==> src/rtl/conv_encoder.sv <==
`default_nettype none
// ---------------------------------------------------------------------------
// conv_encoder -- rate-1/2 K=7 convolutional encoder (g0=171, g1=133 octal),
// memory to memory; define CONV_ENC_TAIL_EN for a six-zero-bit tail flush. Rev 1.0
// ---------------------------------------------------------------------------
module conv_encoder #(
  parameter int N_WORDS = 128
) (
  input  logic        ap_clk,
  input  logic        ap_rst_n,
  input  logic        ap_start,
  output logic        ap_done,
  output logic        ap_idle,
  output logic        ap_ready,
  output logic [6:0]  In_address0,
  output logic        In_ce0,
  input  logic [31:0] In_q0,
  output logic [8:0]  Out_address0,
  output logic        Out_ce0,
  output logic        Out_we0,
  output logic [31:0] Out_d0,
  output logic [31:0] ap_return
);

  localparam logic [2:0] c_st_idle = 3'd0;
  localparam logic [2:0] c_st_rd   = 3'd1;
  localparam logic [2:0] c_st_load = 3'd2;
  localparam logic [2:0] c_st_enc  = 3'd3;
  localparam logic [2:0] c_st_done = 3'd5;
`ifdef CONV_ENC_TAIL_EN
  localparam logic [2:0] c_st_tail   = 3'd4;
  localparam logic [8:0] c_tail_addr = 9'(2 * N_WORDS);
`endif

  localparam logic [6:0] c_last_word = 7'(N_WORDS - 1);
  localparam logic [6:0] c_g0        = 7'o171;
  localparam logic [6:0] c_g1        = 7'o133;

  logic [2:0]  state_q, state_d;
  logic [5:0]  enc_q, enc_d;
  logic [6:0]  i_q, i_d;
  logic [4:0]  k_q, k_d;
  logic [31:0] sr_q, sr_d;
  logic [31:0] acc_q, acc_d;
  logic [31:0] cnt_q, cnt_d;
  logic [31:0] ret_q, ret_d;

  logic        w_bit;
  logic [6:0]  w_win;
  logic [1:0]  w_pair;
  logic [31:0] w_acc_new;
  logic        w_wr;

  // enc_q[5] is the most recent past bit, so the window MSB is the current bit
  always_comb begin
    w_bit  = (state_q == c_st_enc) ? sr_q[0] : 1'b0;
    w_win  = {w_bit, enc_q};
    w_pair = {^(w_win & c_g1), ^(w_win & c_g0)};
    w_acc_new = (k_q[3:0] == 4'd0) ? 32'd0 : acc_q;
    w_acc_new[{k_q[3:0], 1'b0} +: 2] = w_pair;

    w_wr = (state_q == c_st_enc) && (k_q[3:0] == 4'hF);
`ifdef CONV_ENC_TAIL_EN
    w_wr = w_wr || ((state_q == c_st_tail) && (k_q == 5'd5));
`endif
  end

  always_comb begin
    state_d = state_q;
    enc_d   = enc_q;
    i_d     = i_q;
    k_d     = k_q;
    sr_d    = sr_q;
    acc_d   = acc_q;
    cnt_d   = cnt_q;
    ret_d   = ret_q;

    case (state_q)
      c_st_idle: begin
        if (ap_start) begin
          enc_d   = 6'd0;
          i_d     = 7'd0;
          cnt_d   = 32'd0;
          state_d = c_st_rd;
        end
      end
      c_st_rd: begin
        state_d = c_st_load;
      end
      c_st_load: begin
        sr_d    = In_q0;
        k_d     = 5'd0;
        state_d = c_st_enc;
      end
      c_st_enc: begin
        enc_d = {w_bit, enc_q[5:1]};
        sr_d  = {1'b0, sr_q[31:1]};
        acc_d = w_acc_new;
        k_d   = k_q + 5'd1;
        if (w_wr) begin
          cnt_d = cnt_q + 32'd1;
        end
        if (k_q == 5'd31) begin
          if (i_q != c_last_word) begin
            i_d     = i_q + 7'd1;
            state_d = c_st_rd;
          end else begin
`ifdef CONV_ENC_TAIL_EN
            k_d     = 5'd0;
            state_d = c_st_tail;
`else
            state_d = c_st_done;
`endif
          end
        end
      end
`ifdef CONV_ENC_TAIL_EN
      c_st_tail: begin
        enc_d = {1'b0, enc_q[5:1]};
        acc_d = w_acc_new;
        k_d   = k_q + 5'd1;
        if (k_q == 5'd5) begin
          cnt_d   = cnt_q + 32'd1;
          state_d = c_st_done;
        end
      end
`endif
      c_st_done: begin
        state_d = c_st_idle;
      end
      default: begin
        state_d = c_st_idle;
      end
    endcase

    // Latch the result on entry to DONE so it is valid alongside ap_done
    if ((state_d == c_st_done) && (state_q != c_st_done)) begin
      ret_d = cnt_d;
    end
  end

  always_ff @(posedge ap_clk or negedge ap_rst_n) begin
    if (!ap_rst_n) begin
      state_q <= c_st_idle;
      enc_q   <= 6'd0;
      i_q     <= 7'd0;
      k_q     <= 5'd0;
      sr_q    <= 32'd0;
      acc_q   <= 32'd0;
      cnt_q   <= 32'd0;
      ret_q   <= 32'd0;
    end else begin
      state_q <= state_d;
      enc_q   <= enc_d;
      i_q     <= i_d;
      k_q     <= k_d;
      sr_q    <= sr_d;
      acc_q   <= acc_d;
      cnt_q   <= cnt_d;
      ret_q   <= ret_d;
    end
  end

  always_comb begin
    ap_idle      = (state_q == c_st_idle);
    ap_done      = (state_q == c_st_done);
    ap_ready     = (state_q == c_st_done);
    In_ce0       = (state_q == c_st_rd);
    In_address0  = i_q;
    Out_ce0      = w_wr;
    Out_we0      = w_wr;
    Out_address0 = 9'd0;
    Out_d0       = 32'd0;
    if (w_wr) begin
      Out_d0       = w_acc_new;
      Out_address0 = {1'b0, i_q, k_q[4]};
`ifdef CONV_ENC_TAIL_EN
      if (state_q == c_st_tail) begin
        Out_address0 = c_tail_addr;
      end
`endif
    end
    ap_return = ret_q;
  end

endmodule
`default_nettype wire
==> config.mk <==
export PLATFORM = sky130hd
export DESIGN_NAME = conv_encoder
export DESIGN_NICKNAME = d
export VERILOG_FILES = /design/src/rtl/conv_encoder.sv
export SDC_FILE = /design/constraint.sdc
export NUM_CORES = 1
export LEC_CHECK = 0
export ABC_AREA = 1
export CAP_MARGIN = 20
export CORE_ASPECT_RATIO = 1.2
export CORE_UTILIZATION = 32
export CTS_CLUSTER_DIAMETER = 200
export DETAILED_ROUTE_END_ITERATION = 8
export PLACE_DENSITY_LB_ADDON = 0.25
export SLEW_MARGIN = 10
export SYNTH_ARGS = -nofsm -noshare
export SYNTH_HDL_FRONTEND = slang
export SYNTH_SLANG_ARGS = --single-unit
==> constraint.sdc <==
create_clock -name ap_clk -period 4.5 [get_ports ap_clk]
set_input_delay 0.9 -clock ap_clk [delete_from_list [all_inputs] [get_ports ap_clk]]
set_output_delay 0.9 -clock ap_clk [all_outputs]
set_load 0.03 [all_outputs]
# After elaboration in Yosys (flattened, before gate mapping)
# Index checks and enable logic that the tools add are counted.
[op_classes]
add_sub_neg = 4
n_eq_ne = 12
n_shift = 2
mux = 20
n_reduce_logical = 10
[op_table]
columns = ["operator", "n"]
rows = [
  ["$mux W32", 4],
  ["$pmux W32 S2", 2],
  ["$add A32 B1 Y32 const B", 1],
  ["$bwmux W32", 1],
  ["$shift A2 B7 Y32 const A", 1],
  ["$shiftx A2 B7 Y32", 1],
  ["$mux W7", 3],
  ["$pmux W7 S2", 1],
  ["$reduce_xor A7 Y1", 2],
  ["$pmux W3 S4", 1],
  ["$pmux W6 S2", 1],
  ["$pmux W5 S2", 1],
  ["$mux W3", 3],
  ["$mux W8", 1],
  ["$add A7 B1 Y7 const B", 1],
  ["$ne A7 B7 Y1 const B", 1],
  ["$neg A5 Y7", 1],
  ["$eq A3 B2 Y1 const B", 2],
  ["$eq A3 B3 Y1 const B", 2],
  ["$mux W6", 1],
  ["$add A5 B1 Y5 const B", 1],
  ["$eq A5 B5 Y1 const B", 1],
  ["$eq A4 B4 Y1 const B", 1],
  ["$logic_not A4 Y1", 1],
  ["other kinds (10)", 13],
]
[word_totals]
reg_bits = 149
input_bits = 35
output_inout_bits = 86
wordCells = 56

# Longest topological paths before layout
[depth]
word_depth = 6
mapped_depth = 13

# Worst setup path after synthesis
# Ideal clock, no wire load.
[synth_path]
kind = "register to output"
start = "reg k_q[0]"
end = "out Out_d0[10]"
t_arrival_ns = 2.073
required_ns = 3.600
path_slack_ns = 1.527
stages_incl_launch_ff = 11
path_buffers = 0
cell_sequence = "dfrtp_1 -> inv_1 -> ha_1 -> or2_1 -> nand2_2 -> nand3_1 -> nor2_1 -> inv_1 -> o21ai_1 -> nand2_1 -> nor2_1"
[synth_between]
elab_chain_len = 4
[synth_rtl]
columns = ["item", "line_no", "text"]
rows = [
  ["from (decl)", "42", "logic [4:0] k_q, k_d;"],
  ["from (signal assigned)", "156", "k_q <= k_d;"],
  ["$neg A5 Y7 or $logic_not A4 Y1 (tied branches)", "60, 59", ""],
  ["$shiftx A2 B7 Y32 (tied with other cells)", "60", "w_acc_new[{k_q[3:0], 1'b0} +: 2] = w_pair;"],
  ["$bwmux W32", "60", ""],
  ["$mux W32 (*)", "174", "if (w_wr) begin"],
  ["to (decl)", "21", "output logic [31:0] Out_d0,"],
]
# Mark *: on every way between the ends. The rest lies on a longest branch, timed or not.

# Worst setup path after layout
# Ends and elaborated chain as after synthesis.

==> impl_results.md <==
* Status: complete, no violations
* Design area at 9780 um^2
* Vias in the first global route at 6560
* Worst Skew at 0.0134 ns
* Hold Fails Final Rpt at 0
* Fmax at 0.239 GHz
* DR vias/cell at 4.67
* Synthesized area per cell at 7.51 um^2
* Syn Inst Count at 1026
* Place WS at 0.786 ns
* Final Setup Violations at 0
* CTS Buffer Depth at 2
* Worst-Margin Slew at 0.994 ns
* Initial antenna violation count at 0
* Cell area after synthesis at 7700 um^2
* Clock root cell: clkbuf_16
* Detail Route Antenna Nets at 0
* CP Capture Type: primary output
* Htree depth at 4
* FF+latch count, synth at 149
* Maxcap violations at 0
* Syn nets at 1068
* Most frequent cells in the layout: 349 x nand2_1, 149 x dfrtp_1, 118 x clkdlybuf4s50_1
* Placed cell areas at 9200 um^2
* Most common cell after layout, fill and taps aside: nand2_1
* Pleak at 4.73 nW
* Clock sinks at 149
* Drt wl/cell at 13.9 um
* PortBufs at 119
* Layout cells sized above 1 at 0.0585
* Syn. warnings at 0
* Inserted Clock Buffers at 17
* Final worst-path cycle share at 0.928
* TritonCTS clock tree: built
* Largest net degree at the start of global routing at 93
* Maximum VDD drop at 0.000272 V
* Die width at 144 um
* RD Place Congestion at 0.835
* Max-slew violation count at 0
* Routed WL at 20.4 mm
* Min Tclk post-route at 4.18 ns
* Reg clk slew, reported paths at 0.06 ns
* DRT iter0 DRCs at 277
* Final worst slack at 0.322 ns
* Post-DP HPWL at 14.0 mm
* Initial Util at 0.329
* Synth-to-Final Area Change at 26.9%
* M3 GR Usage at 0.0327
* Synth unique cells at 40
* Die area at 24700 um^2
* Worst hold margin at 0.477 ns
* Critical Path AT at 3.28 ns
* Async S/R FF share, synth at 1.00
* Worst path max stage delay at 0.67 ns
* Clk Latency, worst-skew pair at 0.43 ns
* Crit path cell chain: inv_1, ha_1, nand2_1, nor2_1, inv_2, nand3_1, nor2_1, inv_1, o21ai_1, nand2_1, nor2_1, clkdlybuf4s50_1
* Vias at 6827
* Max-slew headroom at 0.336
* Rows at 61
* Residual DRC at 0
* PostCTS Resize Cnt at 0
* First-pass GRT wire length at 33.1 mm
* GRT Max-Usage Layer: met2
* IO Count at 121
* Unrepaired setup endpoints after global routing: false
* All-Layer GR Usage at 0.171
* Ys flop type: dfrtp_1
* Crit path top cell by count: nor2_1
* Worst Setup SP: k_q[0]$_DFFE_PN0P_
* Met1 Use GR at 0.214
* # Post-CTS Setup Buffers at 0
* Reg-to-reg startpoint: k_q[0]$_DFFE_PN0P_
* Worst path bufs/invs at 4
* Nets at 1175
* Setup CP Type: reg2out
* Grt met2 use at 0.302
* Hold buffer count at cts at 0
* Crit-path leading delay family: buffers and inverters
* Number of flops mapped to enable cells by yosys at 0
* Final core utilization at 0.417
* Core area at 23400 um^2
* N_diodes at 0
* Max FO, Critical Path at 26
* Min-delay src: ap_return[19]$_DFFE_PN0P_
* Overflow after GRT at 0
* Height of the die at 172 um
* Post-route setup TNS at 0 ns
* Filler instances at 2488
* Pwr dens at 304 nW/um^2
* WP data required at 3.60 ns
* Register area share after synthesis at 0.484
* Slowest cell on the critical path: clkdlybuf4s50_1
* Startpoint Class: register
* Worst Hold Class: reg2reg
* Number of iterations in the first detailed-routing pass at 4
flip-flops by register name (all words and copies together), names as in the netlist:
name         flops
k_q              5
state_q          3
acc_q           32
enc_q            6
cnt_q           32
In_address0      7
ap_return       32
sr_q            32
area by class of cell:
type,instances,area [um^2],area share
Multi-Input combinational cell,717,3360,0.343
Clock buffer,19,443,0.0453
Timing Repair Buffer,128,1270,0.130
Inverter,120,450,0.0461
Clock inverter,13,131,0.0134
Tap cell,315,394,0.0403
Sequential cell,149,3730,0.381
synth_stat cells, types with 2 or more instances:
cell type | number | area [um^2]
buf_1 | 4 | 15.0
a22o_1 | 2 | 17.5
nor2_8 | 2 | 40.0
nand3_1 | 78 | 390
nor3_1 | 7 | 35.0
or2_1 | 2 | 12.5
o211ai_1 | 17 | 128
and2_1 | 6 | 37.5
nand3b_1 | 3 | 22.5
nor3_4 | 2 | 32.5
ha_1 | 7 | 87.6
nand2_4 | 2 | 22.5
dfrtp_1 | 149 | 3730
nand2_2 | 2 | 12.5
nor3b_1 | 2 | 15.0
inv_1 | 112 | 420
o21ai_0 | 75 | 375
o221ai_1 | 4 | 35.0
clkbuf_1 | 26 | 97.6
nor2_2 | 4 | 25.0
buf_2 | 6 | 30.0
o22ai_1 | 11 | 68.8
nand2_1 | 349 | 1310
o21ai_1 | 22 | 110
buf_4 | 4 | 30.0
nor2_1 | 83 | 312
inv_2 | 7 | 26.3
a21oi_1 | 9 | 45.0
nor2_4 | 2 | 22.5
nand4_1 | 17 | 106
worst register-to-register path, delay by kind of cell (launching register included):
| family | cells | cell delay, ns |
|---|---|---|
| simple gates | 4 | 0.54 |
| fa+ha+maj | 2 | 0.48 |
| buf+inv | 3 | 0.95 |
| flops | 1 | 0.46 |
cell families after synthesis:
logic type | Yosys count | synth area share
AO/OA/AOI/OAI | 142 | 0.103
XOR/XNOR | 1 | 0.00114
adder cells (fa/ha/maj) | 7 | 0.0114
buffers and inverters | 160 | 0.0809
flip-flops | 149 | 0.484
other | 1 | 0.000487
AND/OR/NAND/NOR | 566 | 0.319
path summary, 6_finish.rpt:
check,endpoint,slack (ns),depth (start not counted)
worst max-delay path,Out_d0[10],0.32,12
worst min-delay path,ap_return[19]$_DFFE_PN0P_,0.48,2
worst max register to register,ap_return[28]$_DFFE_PN0P_,1.95,9
worst min register to register,ap_return[19]$_DFFE_PN0P_,0.48,2
max in group asynchronous,sr_q[18]$_DFFE_PN0P_,3.11,2
min in group asynchronous,ap_return[11]$_DFFE_PN0P_,0.56,1
per-layer routing:
layer / share of wire / wire, um
met5: 0 / 0
met4: 0.011 / 218
met3: 0.028 / 567
met2: 0.50 / 10200
met1: 0.46 / 9420
power by group:
group / switching, mW / internal [mW] / leakage [nW]
clock network: 0.586 / 0.828 / 0.283
logic: 0.0961 / 0.0658 / 2.74
registers: 0.0187 / 1.38 / 1.71
total: 0.701 / 2.27 / 4.73
per-stage QoR:
step / cells / power (mW)
after floorplan: 1026 / 1.50
after global placement: 1429 / 1.59
after detailed placement: 1429 / 1.59
after CTS: 1461 / 3.01
after global routing: 1461 / 3.09
final: 1461 / 2.97
Power figures use the tool's default switching activity.
